**config.mk**
```make
export PLATFORM = sky130hd
export DESIGN_NAME = store_rmw_unit_flat
export DESIGN_NICKNAME = d
export VERILOG_FILES = /design/src/rtl/mem_pkg.sv /design/src/rtl/store_rmw_unit_if.sv /design/src/rtl/store_rmw_unit_merge.sv /design/src/rtl/store_rmw_unit.sv /design/src/flat_wrapper.sv
export SDC_FILE = /design/constraint.sdc
export NUM_CORES = 1
export LEC_CHECK = 0
export BUFFER_PORTS_ARGS = -buffer_cell sky130_fd_sc_hd__buf_4
export CORE_MARGIN = 5
export CORE_UTILIZATION = 30
export DETAILED_ROUTE_END_ITERATION = 8
export GPL_TIMING_DRIVEN = 0
export MAX_ROUTING_LAYER = met4
export PLACE_DENSITY = 0.55
export SLEW_MARGIN = 5
export SYNTH_ARGS = -nofsm -noshare
export SYNTH_HDL_FRONTEND = slang
export SYNTH_HIERARCHICAL = 1
export SYNTH_SLANG_ARGS = --single-unit
```
**constraint.sdc**
```tcl
create_clock -name clk -period 3.4 [get_ports clk]
set_clock_uncertainty 0.1 [all_clocks]
set_input_delay 0.68 -clock clk [delete_from_list [all_inputs] [get_ports clk]]
set_output_delay 0.68 -clock clk [all_outputs]
set_load 0.01 [all_outputs]
```
**src/rtl/mem_pkg.sv**
```systemverilog
// Shared definitions for the data-memory path.
//   acc_size_t  : access size encoding shared by the store RMW unit and the
//                 downstream load formatter (2'b11 is treated as a word).
//   rmw_state_t : store RMW FSM state type and its state constants.
//   merge_word  : replaces the addressed byte/half lane of an old word.
package mem_pkg;

    typedef enum logic [1:0] {
        ACC_WORD = 2'b00,
        ACC_BYTE = 2'b01,
        ACC_HALF = 2'b10
    } acc_size_t;

    typedef logic [0:0] rmw_state_t;
    localparam rmw_state_t ST_IDLE  = 1'b0;
    localparam rmw_state_t ST_MERGE = 1'b1;

    // lane is the low two address bits. A half access uses only lane[1], so
    // an odd half address lands on the same half the load formatter picks.
    function automatic logic [31:0] merge_word(
        input logic [31:0] old_word,
        input logic [31:0] wdata,
        input acc_size_t   size,
        input logic [1:0]  lane
    );
        logic [31:0] result;
        result = old_word;
        case (size)
            ACC_BYTE: result[{lane, 3'b000} +: 8]        = wdata[7:0];
            ACC_HALF: result[{lane[1], 4'b0000} +: 16]   = wdata[15:0];
            default:  result                             = wdata;
        endcase
        return result;
    endfunction

endpackage

```
**src/rtl/store_rmw_unit_if.sv**
```systemverilog
// Bundle between the M stage, the store RMW unit and the single-port data RAM.
//   M-stage side : MemWrite, ByteAccessM, ALUResultM, WriteData (in), StallM,
//                  misaligned (out)
//   RAM side     : ram_rdata (in), ram_we, ram_addr, ram_wdata (out)
// slave  = the store RMW unit; master = the environment (pipeline + RAM).
interface store_rmw_unit_if #(
    parameter int ADDR_W = 32
);
    logic              MemWrite;
    logic [1:0]        ByteAccessM;
    logic [ADDR_W-1:0] ALUResultM;
    logic [31:0]       WriteData;
    logic [31:0]       ram_rdata;
    logic              ram_we;
    logic [ADDR_W-1:0] ram_addr;
    logic [31:0]       ram_wdata;
    logic              StallM;
    logic              misaligned;

    modport slave (
        input  MemWrite, ByteAccessM, ALUResultM, WriteData, ram_rdata,
        output ram_we, ram_addr, ram_wdata, StallM, misaligned
    );

    modport master (
        output MemWrite, ByteAccessM, ALUResultM, WriteData, ram_rdata,
        input  ram_we, ram_addr, ram_wdata, StallM, misaligned
    );
endinterface

```
**src/rtl/store_rmw_unit_merge.sv**
```systemverilog
// store_merge: purely combinational lane merge for sub-word stores.
//   old_word : word read back from the data RAM
//   wdata    : right-aligned store data
//   size     : access size (byte or half; anything else passes wdata through)
//   lane     : low two bits of the byte address
//   merged   : word to write back
module store_merge
    import mem_pkg::*;
(
    input  logic [31:0] old_word,
    input  logic [31:0] wdata,
    input  acc_size_t   size,
    input  logic [1:0]  lane,
    output logic [31:0] merged
);

    assign merged = merge_word(old_word, wdata, size, lane);

endmodule

```
**src/rtl/store_rmw_unit.sv**
```systemverilog
// store_rmw_unit: store-side front end for a data RAM without byte enables.
// Word stores and loads pass straight through. Byte/half stores take two
// cycles: read the word (pipeline stalled), then write back the merged word.
//   clk, rst_n : clock, asynchronous active-low reset
//   bus        : M-stage request/stall and data RAM port (slave modport)
//   rmw_count  : saturating count of completed RMW write-backs
module store_rmw_unit
    import mem_pkg::*;
#(
    parameter int ADDR_W = 32,
    parameter int CNT_W  = 16
)(
    input  logic             clk,
    input  logic             rst_n,
    store_rmw_unit_if.slave  bus,
    output logic [CNT_W-1:0] rmw_count
);

    rmw_state_t        state_reg, state_next;
    logic [ADDR_W-1:0] addr_reg;
    logic [1:0]        lane_reg;
    acc_size_t         size_reg;
    logic [31:0]       data_reg;
    logic [CNT_W-1:0]  count_reg;

    logic              sub_word;
    logic              start_rmw;
    logic [31:0]       merged;

    logic              ram_we_next;
    logic [ADDR_W-1:0] ram_addr_next;
    logic [31:0]       ram_wdata_next;
    logic              stall_next;
    logic              misaligned_next;

    assign sub_word  = bus.MemWrite &&
                       (bus.ByteAccessM == ACC_BYTE || bus.ByteAccessM == ACC_HALF);
    // In MERGE the M stage still shows the same store; only IDLE may start one.
    assign start_rmw = (state_reg == ST_IDLE) && sub_word;

    store_merge u_merge (
        .old_word (bus.ram_rdata),
        .wdata    (data_reg),
        .size     (size_reg),
        .lane     (lane_reg),
        .merged   (merged)
    );

    always_comb begin
        ram_we_next     = bus.MemWrite;
        ram_addr_next   = bus.ALUResultM;
        ram_wdata_next  = bus.WriteData;
        stall_next      = 1'b0;
        misaligned_next = 1'b0;
        state_next      = state_reg;

        if (state_reg == ST_MERGE) begin
            ram_we_next    = 1'b1;
            ram_addr_next  = addr_reg;
            ram_wdata_next = merged;
            state_next     = ST_IDLE;
        end else if (start_rmw) begin
            ram_we_next     = 1'b0;
            ram_addr_next   = {bus.ALUResultM[ADDR_W-1:2], 2'b00};
            stall_next      = 1'b1;
            misaligned_next = (bus.ByteAccessM == ACC_HALF) && bus.ALUResultM[0];
            state_next      = ST_MERGE;
        end

        // Outputs are forced quiet while reset is held, so an in-flight
        // write-back is dropped the moment reset asserts.
        if (!rst_n) begin
            ram_we_next     = 1'b0;
            ram_addr_next   = '0;
            ram_wdata_next  = '0;
            stall_next      = 1'b0;
            misaligned_next = 1'b0;
        end
    end

    assign bus.ram_we     = ram_we_next;
    assign bus.ram_addr   = ram_addr_next;
    assign bus.ram_wdata  = ram_wdata_next;
    assign bus.StallM     = stall_next;
    assign bus.misaligned = misaligned_next;
    assign rmw_count      = count_reg;

    always_ff @(posedge clk or negedge rst_n) begin
        if (!rst_n) begin
            state_reg <= ST_IDLE;
            addr_reg  <= '0;
            lane_reg  <= '0;
            size_reg  <= ACC_WORD;
            data_reg  <= '0;
            count_reg <= '0;
        end else begin
            state_reg <= state_next;
            if (start_rmw) begin
                addr_reg <= {bus.ALUResultM[ADDR_W-1:2], 2'b00};
                lane_reg <= bus.ALUResultM[1:0];
                size_reg <= acc_size_t'(bus.ByteAccessM);
                data_reg <= bus.WriteData;
            end
            if (state_reg == ST_MERGE && count_reg != {CNT_W{1'b1}}) begin
                count_reg <= count_reg + 1'b1;
            end
        end
    end

endmodule

```
**src/flat_wrapper.sv**
```systemverilog
// flat-port wrapper written by rule: the top's interface ports become plain ports
module store_rmw_unit_flat import mem_pkg::*;
#(
    parameter int ADDR_W = 32,
    parameter int CNT_W  = 16
)
  (clk, rst_n, rmw_count, bus_MemWrite, bus_ByteAccessM, bus_ALUResultM, bus_WriteData, bus_ram_rdata, bus_ram_we, bus_ram_addr, bus_ram_wdata, bus_StallM, bus_misaligned);
  store_rmw_unit_if #(.ADDR_W(ADDR_W)) bus_i ();
  input  logic clk;
  input  logic rst_n;
  output logic [CNT_W-1:0] rmw_count;
  input wire logic [$bits(bus_i.MemWrite)-1:0] bus_MemWrite;
  input wire logic [$bits(bus_i.ByteAccessM)-1:0] bus_ByteAccessM;
  input wire logic [$bits(bus_i.ALUResultM)-1:0] bus_ALUResultM;
  input wire logic [$bits(bus_i.WriteData)-1:0] bus_WriteData;
  input wire logic [$bits(bus_i.ram_rdata)-1:0] bus_ram_rdata;
  output wire logic [$bits(bus_i.ram_we)-1:0] bus_ram_we;
  output wire logic [$bits(bus_i.ram_addr)-1:0] bus_ram_addr;
  output wire logic [$bits(bus_i.ram_wdata)-1:0] bus_ram_wdata;
  output wire logic [$bits(bus_i.StallM)-1:0] bus_StallM;
  output wire logic [$bits(bus_i.misaligned)-1:0] bus_misaligned;
  assign bus_i.MemWrite = bus_MemWrite;
  assign bus_i.ByteAccessM = bus_ByteAccessM;
  assign bus_i.ALUResultM = bus_ALUResultM;
  assign bus_i.WriteData = bus_WriteData;
  assign bus_i.ram_rdata = bus_ram_rdata;
  assign bus_ram_we = bus_i.ram_we;
  assign bus_ram_addr = bus_i.ram_addr;
  assign bus_ram_wdata = bus_i.ram_wdata;
  assign bus_StallM = bus_i.StallM;
  assign bus_misaligned = bus_i.misaligned;
  store_rmw_unit #(.ADDR_W(ADDR_W), .CNT_W(CNT_W)) u_core (.clk(clk), .rst_n(rst_n), .bus(bus_i), .rmw_count(rmw_count));
endmodule
```
Word level (Yosys, flattened, before mapping). Cells that the tools add are included.

Output and inout bits: 83. Input bits: 101. Bits in registers: 83.

$add $sub $neg: 3. Reductions and logical operators: 5. Bitwise logic cells: 1. Equality and inequality tests: 5. Shifts and indexed selects: 4. Mux-type cells: 17.

Operators by type and width (count): 32-bit two-way mux (4); 32-bit bitwise mux (2); 32-bit one-hot mux with 2 select lines (1); 16-bit by 7-bit variable shift with 32-bit output, first input constant (1); 8-bit by 7-bit variable shift with 32-bit output, first input constant (1); 16-bit by 7-bit indexed part select with 32-bit output (1); 8-bit by 7-bit indexed part select with 32-bit output (1); 16-bit by 1-bit adder with 16-bit output, second input constant (1); 16-bit != test, second input constant (1); 5-bit negator with 7-bit output (2); 1-bit two-way mux (9); 2-bit by 1-bit equality test with 1-bit output, second input constant (2); 2-bit equality test, second input constant (2); 1-bit logical AND (4); 2-bit two-way mux (1); 1-bit logical OR (1); 1-bit NOT (1).

Longest topological paths before layout. Gate-level depths: netlist of run 1.

Depth after elaboration: 7. Mapped depth: 9. Depth with buffers taken out: 8.

Cells and area by module. The synthesis of run 1 kept the hierarchy.

By module, submodules not included: store_rmw_unit (area an instance 4406.7 sq um, cells an instance 360, instances 1, seq. area each 2077.0 sq um); store_merge (area an instance 1087.3 sq um, cells an instance 156, instances 1, seq. area each 0.0 sq um).

Worst setup path after synthesis of run 1. OpenSTA, ideal clock, no wires.

Path type: flip-flop to output port. Start point: register u_core.lane_reg[1]. End point: output bus_ram_wdata[18]. Stages on the path, launching flop included: 10. Arrival time: 2.082 ns. Slack: 0.538 ns. Data required time: 2.620 ns. Path through: dfrtp_1 buf_4 inv_2 ha_1 nand2b_4 nor4b_2 a21oi_1 o221ai_1 mux2i_1 nor2b_1.

Longest elaborated chain between the ends: 6. Elaborated cells between the ends (all ways): 11. Classes of those cells: add/sub (2); shift (4); mux (5).

Ends and longest elaborated chain: start: declaration (line store_rmw_unit.sv:21) `logic [1:0] lane_reg;`; start signal: assignment (line store_rmw_unit.sv:100) `lane_reg <= bus.ALUResultM[1:0];`; 5-bit negator with 7-bit output (on tied branches) (line mem_pkg.sv:30, mem_pkg.sv:29); 16-bit by 7-bit indexed part select with 32-bit output, or another cell as far along (line mem_pkg.sv:30) `ACC_HALF: result[{lane[1], 4'b0000} +: 16] = wdata[15:0];`; 32-bit bitwise mux (on tied branches) (line mem_pkg.sv:30, mem_pkg.sv:29); 32-bit one-hot mux with 2 select lines (*) (line mem_pkg.sv:28) `case (size)`; via u_core.merged[18] (line store_rmw_unit.sv:28) `logic [31:0] merged;`; 32-bit two-way mux (*) (line store_rmw_unit.sv:57) `if (state_reg == ST_MERGE) begin`; 32-bit two-way mux (*) (line store_rmw_unit.sv:72) `if (!rst_n) begin`; end: declaration (line flat_wrapper.sv:19) `output wire logic [$bits(bus_i.ram_wdata)-1:0] bus_ram_wdata;`.

Mark *: on every way through the listed nets, which the timed path passes. The rest lies on a longest branch.

Worst setup path after layout of run 1.
Start point: register u_core.lane_reg[1]. End point: output bus_ram_wdata[30].

Same word-level chain as after synthesis.

==> impl_results.md, run 1 <==
- First-pass GRT wire length: 28,500 µm
- Mapped Nets: 626
- Top-count cell post-synth: dfrtp_1
- Clock slew at reported path FFs: 70 ps
- Post-Syn Instances: 516
- RSZ-0062 raised after global routing: false
- Overall Power: 0.00412 W
- Commonest cells post-synth: 83 x dfrtp_1, 79 x nor2b_1, 78 x mux2i_1
- Nets@finish: 826
- Post-synth top area cell: dfrtp_1
- Final Critical Period: 3280 ps
- Highest clock rate: 305 MHz
- CTS Root Buffer Type: clkbuf_16
- Core box area: 18,000 µm²
- CP Class: reg2out
- GRT Util Overall: 17.2%
- Max clock buf depth: 2
- Total wire length: 17,900 µm
- Fin util: 42.2%
- Drt first pass iters: 4
- DIE AREA: 21,100 µm²
- Vias: 4,710
- Worst Path Required: 2620 ps
- Vias in the first global route: 4,964
- Max-slew headroom: 67.1%
- Routed length per instance: 18.8 µm
- CP Capture Type: output port
- Worst endpoint data arrival time: 2500 ps
- H-tree depth: 3
- Ys async rst share: 100%
- Worst hold path class: in2async
- Clock latency at the later pin of the worst-skew pair: 340 ps
- PwrDens: 541 nW/µm²
- Setup_tns: 0 ps
- Synth warn: 6
- IO Pins: 184
- Synth Cell Area: 5490 µm²
- Rows: 49
- Max-slew violation count: 0
- Clk sink count: 83
- Area Growth Syn to Fin: 38.6%
- Number of port buffers: 183
- Detailed placement HPWL: 13,700 µm
- Area contributors post-synth: dfrtp_1 38%, mux2i_1 14%, mux2_2 13%
- Max reg flops: 32
- Leak: 3.45 nW
- Startpoint type of the worst setup path: flip-flop
- CTS tree: yes
- Largest net degree at the start of global routing: 86
- Synth cell types: 44
- Sequential area share after synthesis: 37.8%
- Final worst-path cycle share: 96.4%
- Crit Path Max Fanout: 8
- Maximum VDD drop: 0.252 mV
- CTS Buf Count: 9
- N_diodes: 0
- Status: finished, final reports clean
- Inst Count DP: 928
- Gr ovfl total: 0
- Hold slack final: 158 ps
- Hold Vio Cnt, Final: 0
- Die width: 145 µm
- DRC: 0
- Routed Antenna Nets: 0
- Synth top area share: 37.8%
- Worst slew pin tran: 493 ps
- Post-synth EDFFs: 0
- Drt via density: 4.96
- Mean Syn Cell Area: 10.6 µm²
- Iter 0 DRT Violations: 246
- Die height: 145 µm
- Ys flop type: dfrtp_1
- Routability Congestion: 0.904
- Initial antenna violation count: 0
- Max Cap Violations: 0
- Initial Utilization: 30.5%
- Final Non-Filler Cells: 950
- Share of cells above drive strength 1: 44.1%
- # setup viols final: 0
- Yosys reg bits: 83
kinds of logic after synthesis:
| logic type | Yosys count | share of synthesized area [%] |
|---|---|---|
| DFF | 83 | 37.8 |
| and+or+nand+nor | 153 | 17.1 |
| buffers and inverters | 43 | 3.83 |
| xor gates and xnor gates | 15 | 2.39 |
| AOI/OAI and AO/OA | 68 | 8.88 |
| muxes | 145 | 27.9 |
| adders and majority gates | 9 | 2.05 |
per-stage QoR:
step	instance area, µm²	worst slack, ps
6_report	7610	122
5_1_grt	7610	7.48
4_1_cts	7570	9.01
3_5_place_dp	7150	-414
3_3_place_gp	7150	-377
2_1_floorplan	5490	538
repair_timing:
| item | in CTS | in global routing |
|---|---|---|
| setup buffers | 8 | 0 |
| endpoints found under the setup margin | 63 | 31 |
| hold buffers | 0 | 0 |
| resized for setup | 9 | 12 |
| pin swaps | 4 | 4 |
final timing paths:
check	start	end	slack, ps	cells past startpoint
hold reg to reg	u_core/rmw_count[15]	u_core/rmw_count[15]	390	1
min in group clk	u_core/rmw_count[15]	u_core/rmw_count[15]	390	1
setup reg to reg	u_core/state_reg	u_core/data_reg[1]	1550	5
hold / removal	rst_n	u_core/addr_reg[25]	160	1
max in group asynchronous	rst_n	u_core/lane_reg[0]	2650	1
setup / recovery	u_core/lane_reg[1]	bus_ram_wdata[30]	120	11
per-layer routing:
| metal | vias up | wire length [µm] | part of all wire (%) | global-route usage, % |
|---|---|---|---|---|
| li1 | 2261 | - | - | - |
| met1 | 2271 | 7740 | 43 | 21.9 |
| met3 | 12 | 1250 | 7.0 | 4.08 |
| met2 | 166 | 8700 | 49 | 27.8 |
| met5 | - | 0 | 0 | - |
| met4 | 0 | 178 | 1.0 | 3.92 |
placed cells by master, fill, tap and decap left out, drive strengths merged, types with 3 or more instances in the layout:
| cell type | instances |
|---|---|
| and4 | 3 |
| and2 | 3 |
| xnor2 | 6 |
| o21ai | 4 |
| o221ai | 16 |
| nand4 | 5 |
| o31ai | 5 |
| a22o | 8 |
| clkbuf | 23 |
| buf | 212 |
| inv | 8 |
| nand2 | 31 |
| nand2b | 6 |
| and3 | 5 |
| nor2b | 79 |
| nor2 | 4 |
| mux2 | 67 |
| nor3 | 5 |
| a22oi | 5 |
| clkinv | 3 |
| nand3 | 5 |
| xor2 | 9 |
| a32oi | 3 |
| ha | 9 |
| mux2i | 78 |
| a21oi | 23 |
| dfrtp | 83 |
power by group:
part	leakage (nW)	switching [W]	total (W)	internal (W)
registers	1.00	0.000213	0.00142	0.00121
clock network	0.160	0.000430	0.00110	0.000669
logic	2.29	0.000783	0.00160	0.000814
critical path: stages (launching register included):
cell	delay, ps
dfrtp_1	390
buf_6	120
inv_2	90
ha_4	220
nand2b_4	150
nor4_4	280
buf_6	170
a21oi_1	70
o221ai_1	220
mux2i_1	120
nor2b_1	170
buf_4	150
final cells by class:
type | count | area [µm²]
Inverter | 8 | 32.5
Fill cell | 1783 | 10400
Clock inverter | 5 | 86.3
Sequential cell | 83 | 2080
Clock buffer | 11 | 243
Tap cell | 229 | 287
Timing Repair Buffer | 191 | 1450
Buffer | 33 | 181
Multi-Input combinational cell | 390 | 3260
No activity file was read; power rests on OpenSTA's default activity.
==> run 2: changes to the inputs <==
CORE_MARGIN = 10   (was 5)
clock period = 3.9 ns   (was 3.4 ns; I/O delays follow)
==> run 2 against run 1 <==
Effect of this change:
- combinational power shrank 16%
- total power shrank 14%
- via count shrank 0.38%
- hold slack gained 230 ps
- wire length grew 3.6%
- critical path depth shrank 1
- core utilization shrank 0.47 points
- final area shrank 1.4%
- non-clock buffer count shrank 5
- die area grew 14%
- sequential cell count is the same
- count of clock-buffer cells in the layout is the same
- critical path type unchanged
- largest cell class unchanged
- largest power group unchanged
- highest routed layer unchanged
==> impl_results.md, run 2 (same netlist as run 1, synthesis figures left out) <==
- Crit path from: u_core/lane_reg[1]
- Overall Power: 0.00353 W
- Detailed placement HPWL: 14,600 µm
- Maximum VDD drop: 0.212 mV
- Initial antenna violation count: 1
- Largest net degree at the start of global routing: 86
- DP Worst Slack: -69.0 ps
- Leak: 3.40 nW
- Top cell by count, worst path: buf_4
- Cts hold-fix bufs: 0
- Total wire length: 18,500 µm
- Clk sink count: 83
- Rows: 49
- RSZ-0062 raised after global routing: false
- CTS tree: yes
- Clock slew at reported path FFs: 60 ps
- Kind of cell adding the most delay to the critical path: simple AND/OR/NAND/NOR gates
- Final Non-Filler Cells: 945
- Max reg flops: 32
- R2R depth: 5
- Crit Path Max Fanout: 10
- Die height: 155 µm
- Number of port buffers: 183
- Fin util: 41.8%
- Worst hold path class: in2async
- Die width: 155 µm
- Crit-path cells: buf_4 > inv_2 > ha_1 > nand2b_1 > nor4_4 > a21oi_1 > o221ai_1 > mux2i_1 > nor2b_1 > buf_4
- PwrDens: 470 nW/µm²
- Status: finished, final reports clean
- Vias in the first global route: 4,921
- Hold Vio Cnt, Final: 0
- Iter 0 DRT Violations: 181
- Nets@finish: 821
- Worst R2R End: u_core/addr_reg[8]
- Clock latency at the later pin of the worst-skew pair: 340 ps
- Commonest non-fill, non-tap cell in the layout: buf_4
- H-tree depth: 3
- Inst Count DP: 928
- R2r startpoint: u_core/state_reg
- # setup viols final: 0
- Smallest setup slack after layout: 216 ps
- Crit-path max cell delay: 400 ps
- Final worst-path cycle share: 94.5%
- GRT Util Overall: 15.3%
- Core box area: 18,000 µm²
- CTS Root Buffer Type: clkbuf_16
- Share of cells above drive strength 1: 42.0%
- Most frequent cells in the layout: 187 x buf_4, 82 x dfrtp_1, 79 x nor2b_1, 78 x mux2i_1, 65 x mux2_2
- Initial Utilization: 30.6%
- Drt via density: 4.97
- Gr ovfl total: 0
- Final Critical Period: 3680 ps
- Highest clock rate: 271 MHz
- Worst slew pin tran: 787 ps
- Max Cap Violations: 0
- Drt first pass iters: 4
- Startpoint type of the worst setup path: flip-flop
- Worst endpoint data arrival time: 2800 ps
- CP Class: reg2out
- Worst R2R Setup Slack: 2050 ps
- DIE AREA: 24,100 µm²
- Vias: 4,692
- Worst Path Required: 3020 ps
- CTS Buf Count: 9
- Max clock buf depth: 2
- Routed length per instance: 19.6 µm
- IO Pins: 184
- Routed Antenna Nets: 0
- Critical path's slowest cell: dfrtp_1
- CP Buf/Inv Count: 3
- Routability Congestion: 0.895
- DRC: 0
- First-pass GRT wire length: 28,400 µm
- Fillers: 1,735
- CP Capture Type: output port
- Max-slew violation count: 0
- Area Growth Syn to Fin: 36.6%
- Max-slew headroom: 47.5%
==> run 2: worst max-delay path by stage <==
stage,end,slack [ps],cells past startpoint
floorplan,bus_ram_wdata[18],940,9
global placement,bus_ram_wdata[18],-20,5
detailed placement,bus_ram_wdata[10],-70,5
CTS,bus_ram_wdata[11],170,9
global route,bus_ram_wdata[26],20,10
finish,bus_ram_wdata[28],220,10
==> run 2: stage by stage <==
step | setup TNS [ps] | area [µm²] | hold slack [ps]
finish | 0 | 7500 | 391
global route | 0 | 7500 | 416
CTS | 0 | 7490 | 405
detailed placement | -680 | 7150 | 391
global placement | -117 | 7150 | 386
floorplan | 0 | 5490 | 380
==> run 2: layout make-up <==
class,instances,area (µm²),area share [%]
Antenna cell,1,2.50,0.0333
Buffer,35,180,2.40
Clock buffer,11,253,3.37
Clock inverter,4,73.8,0.984
Inverter,8,30.0,0.400
Multi-Input combinational cell,390,3220,42.8
Sequential cell,83,2080,27.7
Tap cell,229,287,3.82
Timing Repair Buffer,184,1390,18.5
==> run 2: power breakdown <==
group | total [W] | internal (W) | switching (W) | leakage (nW)
clock network | 0.000947 | 0.000593 | 0.000354 | 0.162
registers | 0.00125 | 0.00105 | 0.000191 | 1.00
logic | 0.00134 | 0.000666 | 0.000669 | 2.24
total | 0.00353 | 0.00231 | 0.00121 | 3.40
==> run 2: timing repair <==
action	4_1_cts	5_1_grt
endpoints found under the setup margin	18	9
pin swaps	0	2
setup buffers	0	1
resized for setup	2	1
==> run 2: layer usage <==
metal	vias up	routed length [µm]	global-route usage [%]	share of wire (%)
li1	2248	-	-	-
met2	171	8820	24.1	48
met5	-	0	-	0
met3	21	1200	3.83	6.5
met1	2252	8190	18.8	44
met4	0	298	4.90	1.6
==> run 3: changes to the inputs <==
RECOVER_POWER = 100   (was not set)
==> run 3 against run 2 <==
Effect of this change:
- fmax shrank 0.60%
- register-to-register slack lost 580 ps
- setup slack lost 22 ps
- clock power is essentially flat
- sequential power is essentially flat
- final area shrank 4.5%
- final cell count is the same
- total power shrank 2.2%
- die area is the same
- hold slack lost 1.4 ps
- sequential cell count is the same
- critical path depth is the same
- critical endpoint unchanged
- largest cell class unchanged
==> impl_results.md, run 3 (same netlist as run 1, synthesis figures left out) <==
- Nets@finish: 821
- CP Class: reg2out
- Startpoint type of the worst setup path: flip-flop
- Final worst-path cycle share: 95.0%
- Final Critical Period: 3710 ps
- Max Cap Violations: 0
- CTS tree: yes
- Overall Power: 0.00345 W
- Initial Utilization: 30.6%
- Worst R2R End: u_core/addr_reg[27]
- Max-slew violation count: 0
- Hold Vio Cnt, Final: 0
- Detailed placement HPWL: 14,600 µm
- Crit-path max cell delay: 400 ps
- Crit path from: u_core/lane_reg[1]
- Die height: 155 µm
- Total wire length: 18,500 µm
- Status: finished, final reports clean
- Clock slew at reported path FFs: 60 ps
- Routed length per instance: 19.5 µm
- Max reg flops: 32
- Drt via density: 4.93
- Crit-path cells: buf_4 > inv_2 > ha_1 > nand2b_1 > nor4_4 > a21oi_1 > o221ai_1 > mux2i_1 > nor2b_1 > clkbuf_1
- Worst slew pin tran: 785 ps
- Gr ovfl total: 0
- Largest net degree at the start of global routing: 86
- RSZ-0062 raised after global routing: false
- R2r startpoint: u_core/state_reg
- Smallest setup slack after layout: 194 ps
- Routed Antenna Nets: 0
- Routability Congestion: 0.895
- # setup viols final: 0
- Highest clock rate: 270 MHz
- Area Growth Syn to Fin: 30.4%
- Iter 0 DRT Violations: 162
- DP Worst Slack: -69.0 ps
- Worst hold path class: in2async
- Worst endpoint data arrival time: 2830 ps
- Leak: 3.06 nW
- Share of cells above drive strength 1: 29.5%
- Worst R2R Setup Slack: 1470 ps
- DIE AREA: 24,100 µm²
- H-tree depth: 3
- Number of port buffers: 183
- Fillers: 1,820
- IO Pins: 184
- Vias in the first global route: 4,921
- Maximum VDD drop: 0.210 mV
- Die width: 155 µm
- Crit Path Max Fanout: 10
- Initial antenna violation count: 1
- Max clock buf depth: 2
- CTS Buf Count: 9
- Commonest non-fill, non-tap cell in the layout: buf_4
- Final Non-Filler Cells: 945
- Rows: 49
- PwrDens: 481 nW/µm²
- Drt first pass iters: 5
- CTS Root Buffer Type: clkbuf_16
- R2R depth: 5
- Most frequent cells in the layout: 106 x buf_4, 98 x clkbuf_1, 82 x dfrtp_1, 79 x nor2b_1, 78 x mux2i_1
- DRC: 0
- Hold slack final: 389 ps
- Core box area: 18,000 µm²
- Inst Count DP: 928
- Vias: 4,662
- Critical path's slowest cell: dfrtp_1
- First-pass GRT wire length: 28,400 µm
- Clock latency at the later pin of the worst-skew pair: 340 ps
- GRT Util Overall: 15.3%
- Max-slew headroom: 47.6%
- CP Capture Type: output port
- Clk sink count: 83
- Worst Path Required: 3020 ps
[run 3: report_power, final]
group	internal [W]	switching, W
Combinational	0.000593	0.000665
Sequential	0.00105	0.000191
Clock	0.000593	0.000353
Total	0.00224	0.00121
[run 3: what timing repair did]
item | in CTS | in global routing
pin swaps | 0 | 2
hold endpoints to repair | 0 | 0
cloned | 0 | 0
endpoints found under the setup margin | 18 | 9
hold buffers | 0 | 0
setup buffers | 0 | 1
gates resized for setup | 2 | 1
[run 3: worst max path at each step]
stage,slack (ps),end,cells past startpoint
2_1_floorplan,940,bus_ram_wdata[18],9
3_3_place_gp,-20,bus_ram_wdata[18],5
3_5_place_dp,-70,bus_ram_wdata[10],5
4_1_cts,170,bus_ram_wdata[11],9
5_1_grt,10,bus_ram_wdata[23],10
6_report,190,bus_ram_wdata[28],10
[run 3: final cells by class]
class / count / area, µm² / area share, %
clock inverters: 4 / 73.8 / 1.03
well taps: 229 / 287 / 4.00
clock buffers: 11 / 253 / 3.53
repair buffers: 184 / 1100 / 15.3
plain buffers: 35 / 155 / 2.17
inverters: 8 / 30.0 / 0.419
flip-flops and latches: 83 / 2080 / 29.0
multi-input cells: 390 / 3190 / 44.5
diodes: 1 / 2.50 / 0.0349
[run 3: metal layers]
| metal | vias to the layer above | track usage, % | wire (µm) |
|---|---|---|---|
| li1 | 2250 | - | - |
| met5 | - | - | 0 |
| met2 | 164 | 24.1 | 8810 |
| met1 | 2229 | 18.8 | 8100 |
| met4 | 0 | 4.90 | 275 |
| met3 | 19 | 3.83 | 1280 |
[run 3: worst max-delay path: cells and delay by family, from the launching register on]
kind	cells	cell delay, ps
buf+inv	3	480
mux	1	120
fa+ha+maj	1	330
simple gates	3	700
flops	1	400
compound gates	2	440
[run 3: through the flow]
step,setup TNS [ps],utilization [%],cell area (µm²)
6_report,0,39.9,7170
3_3_place_gp,-117,39.8,7150
2_1_floorplan,0,-,5490
4_1_cts,0,41.7,7490
5_1_grt,0,39.9,7170
3_5_place_dp,-680,39.8,7150
